===== config.mk =====
export PLATFORM = sky130hd
export DESIGN_NAME = program_loader
export DESIGN_NICKNAME = d
export VERILOG_FILES = /design/src/rtl/program_loader.sv
export SDC_FILE = /design/constraint.sdc
export NUM_CORES = 1
export LEC_CHECK = 0
export BUFFER_PORTS_ARGS = -buffer_cell sky130_fd_sc_hd__buf_4
export CORE_AREA = 2 2 81 83
export DETAILED_ROUTE_END_ITERATION = 10
export DIE_AREA = 0 0 83 85
export PLACE_DENSITY = 0.74
export SLEW_MARGIN = 20
export SYNTH_ARGS = -nofsm -noshare
export SYNTH_HDL_FRONTEND = slang
export SYNTH_SLANG_ARGS = --single-unit

===== constraint.sdc =====
create_clock -name clk -period 5.24 [get_ports clk]
set_input_delay 0.262 -clock clk [delete_from_list [all_inputs] [get_ports clk]]
set_output_delay 0.262 -clock clk [all_outputs]
set_load 0.01 [all_outputs]

===== src/rtl/program_loader.sv =====
// Framed byte-stream loader for the CPU instruction memory: SYNC, BASE, LEN, data, CHK.
// Optional inter-byte timeout is enabled by defining LOADER_TIMEOUT_EN.
module program_loader #(
  parameter int         ADDR_W         = 8,
  parameter int         MEM_DEPTH      = 256,
  parameter logic [7:0] SYNC_BYTE      = 8'hA5,
  parameter int         TIMEOUT_CYCLES = 1024
) (
  input  logic              clk,
  input  logic              reset,
  input  logic [7:0]        in_data,
  input  logic              in_valid,
  output logic              in_ready,
  output logic              imem_we,
  output logic [ADDR_W-1:0] imem_addr,
  output logic [7:0]        imem_wdata,
  output logic              cpu_hold,
  output logic              busy,
  output logic              load_done,
  output logic              load_error
);

  typedef enum logic [2:0] {
    S_IDLE,
    S_BASE,
    S_LEN,
    S_DATA,
    S_CHK,
    S_DONE,
    S_ERR
  } state_t;

  state_t            state;
  logic [ADDR_W-1:0] ptr;
  logic [7:0]        remaining;
  logic [7:0]        sum;
  logic [7:0]        chk_sum;
  logic              accept;
  logic              len_bad;

  assign accept = in_valid & in_ready;

  // Kept at 8 bits so the checksum wraps mod 256 before the zero test.
  always_comb begin
    chk_sum = sum + in_data;
    len_bad = (in_data == 8'h00) || (32'(in_data) > 32'(MEM_DEPTH));
  end

  if (MEM_DEPTH != 2 ** ADDR_W || TIMEOUT_CYCLES < 1) begin : g_param_check
    $error("program_loader: MEM_DEPTH must equal 2**ADDR_W and TIMEOUT_CYCLES must be >= 1");
  end

`ifdef LOADER_TIMEOUT_EN
  localparam int TO_W = $clog2(TIMEOUT_CYCLES + 1);
  logic [TO_W-1:0] to_cnt;
  logic            frame_active;

  always_comb begin
    frame_active = (state == S_BASE) || (state == S_LEN) ||
                   (state == S_DATA) || (state == S_CHK);
  end
`endif

  always_ff @(posedge clk or posedge reset) begin
    if (reset) begin
      state      <= S_IDLE;
      in_ready   <= 1'b0;
      imem_we    <= 1'b0;
      imem_addr  <= '0;
      imem_wdata <= '0;
      cpu_hold   <= 1'b0;
      busy       <= 1'b0;
      load_done  <= 1'b0;
      load_error <= 1'b0;
      ptr        <= '0;
      remaining  <= '0;
      sum        <= '0;
`ifdef LOADER_TIMEOUT_EN
      to_cnt     <= '0;
`endif
    end else begin
      imem_we   <= 1'b0;
      load_done <= 1'b0;
      in_ready  <= 1'b1;

      case (state)
        S_IDLE, S_ERR: begin
          if (accept && in_data == SYNC_BYTE) begin
            state      <= S_BASE;
            busy       <= 1'b1;
            cpu_hold   <= 1'b1;
            load_error <= 1'b0;
          end
        end

        S_BASE: begin
          if (accept) begin
            ptr   <= ADDR_W'(in_data);
            sum   <= in_data;
            state <= S_LEN;
          end
        end

        S_LEN: begin
          if (accept) begin
            sum <= chk_sum;
            if (len_bad) begin
              state      <= S_ERR;
              load_error <= 1'b1;
              busy       <= 1'b0;
            end else begin
              remaining <= in_data;
              state     <= S_DATA;
            end
          end
        end

        S_DATA: begin
          if (accept) begin
            imem_we    <= 1'b1;
            imem_addr  <= ptr;
            imem_wdata <= in_data;
            ptr        <= ptr + 1'b1;
            sum        <= chk_sum;
            remaining  <= remaining - 1'b1;
            if (remaining == 8'd1) begin
              state <= S_CHK;
            end
          end
        end

        S_CHK: begin
          if (accept) begin
            if (chk_sum == 8'h00) begin
              state     <= S_DONE;
              load_done <= 1'b1;
              cpu_hold  <= 1'b0;
              busy      <= 1'b0;
              in_ready  <= 1'b0;
            end else begin
              state      <= S_ERR;
              load_error <= 1'b1;
              busy       <= 1'b0;
            end
          end
        end

        S_DONE: begin
          state <= S_IDLE;
        end

        default: begin
          state <= S_IDLE;
        end
      endcase

`ifdef LOADER_TIMEOUT_EN
      // Only a stall with no accept can time out, so this never races a frame transition.
      if (!frame_active || accept) begin
        to_cnt <= '0;
      end else if (to_cnt == TO_W'(TIMEOUT_CYCLES - 1)) begin
        to_cnt     <= '0;
        state      <= S_ERR;
        load_error <= 1'b1;
        busy       <= 1'b0;
      end else begin
        to_cnt <= to_cnt + 1'b1;
      end
`endif
    end
  end

endmodule


==> results by group <==
Placement
  – DP HPWL: 4370 um
  – Weighted congestion at the end of routability-driven global placement: 0.890
  – Count of buffers from port buffering: 32

Global routing
  – Via count of the first global-routing pass: 2235
  – Overall track demand over capacity in global routing: 17.9%
  – Met2 layer usage reported by global route: 29.9%
  – Antenna violations before repair: 0
  – Global routing usage on met1: 23.6%
  – Total congestion overflow after global routing: 0
  – Highest-utilization routing layer at the global route stage: met2
  – Wire length of the first global-routing pass: 10500 um
  – Largest net degree at the start of global routing: 50
  – Met3 usage: 3.21%

Floorplanning
  – Die Ht: 85 um
  – Die extent in x: 83 um
  – Die ar.: 0.00706 sq mm
  – Initial core utilization: 45.1%
  – Top-level port count: 33
  – Core ar.: 0.00620 sq mm
  – Site Rows: 29

Pwr
  – Maximum VDD drop: 0.281 mV
  – Relative contribution of combinational cells to total power: 49.7%
  – Clock network power share: 13.3%
  – Switch share: 42.3%
  – Sw power: 0.000784 W
  – Design internal power: 0.00107 W
  – Leakage power figure: 1.40 nW
  – Proportion of power drawn by flip-flops and latches: 37.1%
  – Cell Pwr Density: 583 mW/mm^2

Clock tree
  – Sinks on the clock net: 49
  – Source-to-sink clock delay at the later pin of the worst-skew pair: 0.31 ns
  – Hold Buf Count CTS: 0
  – Post-CTS setup repair buffer count: 0
  – Worst-path clk slew: 0.10 ns
  – CTS H-tree depth: 2
  – Root buffer cell: sky130_fd_sc_hd__clkbuf_8
  – Number of buffers created by CTS: 5
  – Cts repair resizes: 0
  – Max clock buf depth: 2
  – TritonCTS clock tree: done

Route
  – Number of DRC markers in iteration 0: 152
  – Post-DR wirelength/cell: 15.5 um
  – Routed wire length: 6230 um
  – Via count of the routed design: 2343
  – Number of optimization iterations in the first detailed-route pass: 4
  – Via-per-instance ratio: 5.84
  – Final ANT Viol Nets: 0
  – Number of remaining DRC errors: 0

Synth
  – Net count after synthesis: 320
  – Synthesized area divided by synthesized cell count: 9.39 sq um
  – Seq/Total Area, Yosys: 43.8%
  – Cell Area, Synth: 0.00280 sq mm
  – Gate count of the mapped netlist: 298
  – Dominant synthesized flop cell: sky130_fd_sc_hd__dfrtp_1
  – Post-synth EDFFs: 0
  – Synth unique cells: 51
  – Synth async-reset ratio: 100%
  – Synthesis warning total: 0
  – Flop and latch count out of synthesis: 49

STA
  – Unrepaired setup endpoints after global routing: false
  – Worst hold slack after final layout: 0.0961 ns
  – Shortest period the worst path allows: 2.56 ns
  – Worst slew margin relative to its limit: 35.5%
  – Measured slew at the worst slew-check pin: 0.961 ns
  – Final clock skew: 0.00792 ns
  – Final hold violations: 0
  – FMAX: 390 MHz
  – Final Setup Violations: 0
  – Final Slew Violations: 0
  – Final period utilization: 48.9%
  – Sum of negative setup slack: 0 ns

Critical path
  – Type of element launching the critical path: flop
  – Capturing element type of the critical path: flop
  – Required arrival time at the worst endpoint: 5.43 ns
  – Type of the worst setup path: flop to flop
  – FF-to-FF setup slack: 2.68 ns
  – Maximum fanout encountered on the critical timing path: 4
  – Data arrival time of the worst path: 2.75 ns
  – Worst R2R Path Depth: 8
  – Reg-to-Reg End: cpu_hold
  – Startpoint of the worst-slack reg-to-reg timing path: sum[0]

Min path
  – Type of the most critical hold path: input pin to async pin

Cells and area
  – Number of antenna diodes: 0
  – Layout net count: 345
  – Fraction of final layout cells sized beyond drive strength 1: 21.0%
  – Growth of design area from synthesis to finish: 13.6%
  – Layout filler cell count: 579

Run status
  – Result of the run: finished, final reports clean

Flow run
  – Total of max-cap violations: 0
[how the worst max path moves through the flow]
stage / start / endpoint / slack [ns] / depth (start not counted)
floorplan: sum[0] / cpu_hold / 2.87 / 8
global placement: in_data[0] / cpu_hold / 2.71 / 9
detailed placement: in_data[0] / cpu_hold / 2.64 / 9
CTS: sum[0] / cpu_hold / 2.69 / 8
global route: sum[0] / cpu_hold / 2.48 / 8
finish: sum[0] / cpu_hold / 2.68 / 8
[cells by family (layout without fill, tap and decap cells)]
family	Yosys count	after routing	share of synthesized area (%)
compound gates	94	94	22.0
xor+xnor	3	3	0.939
fa+ha+maj	11	11	5.19
buf+inv	26	52	3.62
flops	49	49	43.8
mux	20	20	7.92
simple gates	95	95	16.5
[registers in the layout (all words and copies together), names as in the netlist]
signal	cells
imem_wdata	8
imem_we	1
load_error	1
state	3
load_done	1
remaining	8
in_ready	1
cpu_hold	1
sum	8
imem_addr	8
ptr	8
busy	1
[routing by layer]
layer	routed length (um)	part of all wire (%)	vias up
met5	0	0	-
met4	102	1.6	0
met3	196	3.1	10
met2	3020	48	44
met1	2910	47	1155
li1	-	-	1134
[power groups by stage]
stage / Clock, W / Combinational, W / Sequential (W)
global route: 0.000266 / 0.00102 / 0.000712
finish: 0.000246 / 0.000920 / 0.000687
floorplan: 0 / 0.000675 / 0.000672
detailed placement: 0 / 0.000915 / 0.000693
global placement: 0 / 0.000889 / 0.000689
CTS: 0.000251 / 0.000918 / 0.000684
[cells in the final DEF (no fill, tap or decap), drive strengths merged, types with 2 or more instances in the layout]
cell     count
a2111oi      2
a211o        2
a211oi       3
a21o         3
a21oi       19
a22oi        3
a31oi        6
and2         4
and3         6
and4         2
buf         32
clkbuf       6
clkinv       2
dfrtp       49
ha          10
inv         12
mux2        17
mux2i        3
nand2       28
nand3        6
nand4        2
nor2        27
nor2b        2
nor3        10
nor4         4
o211ai       3
o21a         5
o21ai       29
o21bai       3
o22a         4
o22ai        2
o31ai        6
xor2         2
[final cells by class]
class,instances,area (sq um),area share [%]
Multi-Input combinational cell,223,1470,46.2
Sequential cell,49,1230,38.6
Timing Repair Buffer,32,240,7.56
Tap cell,77,96.3,3.03
Clock buffer,6,82.6,2.60
Inverter,12,46.3,1.46
Clock inverter,2,17.5,0.551
[critical path: stages (launching register included)]
cell and delay (ns):
sky130_fd_sc_hd__dfrtp_1 0.39, sky130_fd_sc_hd__ha_1 0.22, sky130_fd_sc_hd__fa_1 0.41, sky130_fd_sc_hd__a211o_1 0.36
sky130_fd_sc_hd__a21o_1 0.19, sky130_fd_sc_hd__a221oi_1 0.33, sky130_fd_sc_hd__o211ai_2 0.21, sky130_fd_sc_hd__o31ai_2 0.25
sky130_fd_sc_hd__a21oi_1 0.09
[cells in the mapped netlist (5+ instances only)]
cell	count	share of area (%)
sky130_fd_sc_hd__dfrtp_1	49	44
sky130_fd_sc_hd__nand2_1	28	3.8
sky130_fd_sc_hd__mux2_2	17	6.8
sky130_fd_sc_hd__a31oi_1	6	1.3
sky130_fd_sc_hd__nand3_1	6	1.1
sky130_fd_sc_hd__a21oi_1	19	3.4
sky130_fd_sc_hd__o21ai_0	25	4.5
sky130_fd_sc_hd__nor3_1	8	1.4
sky130_fd_sc_hd__clkbuf_1	11	1.5
sky130_fd_sc_hd__nor2_1	27	3.6
sky130_fd_sc_hd__o21a_1	5	1.3
sky130_fd_sc_hd__inv_1	11	1.5
sky130_fd_sc_hd__and3_1	6	1.3
sky130_fd_sc_hd__o31ai_1	5	1.3
sky130_fd_sc_hd__ha_1	10	4.5
[metrics by stage]
| step | power [W] | util [%] | cells | instance area [sq um] | setup slack [ns] |
|---|---|---|---|---|---|
| detailed placement | 0.00161 | 49.6 | 393 | 3080 | 2.64 |
| global route | 0.00200 | 51.2 | 401 | 3180 | 2.48 |
| CTS | 0.00185 | 51.2 | 401 | 3180 | 2.69 |
| floorplan | 0.00135 | - | 298 | 2800 | 2.87 |
| finish | 0.00185 | 51.2 | 401 | 3180 | 2.68 |
| global placement | 0.00158 | 49.6 | 393 | 3080 | 2.71 |
No activity file was read; power rests on OpenSTA's default activity.
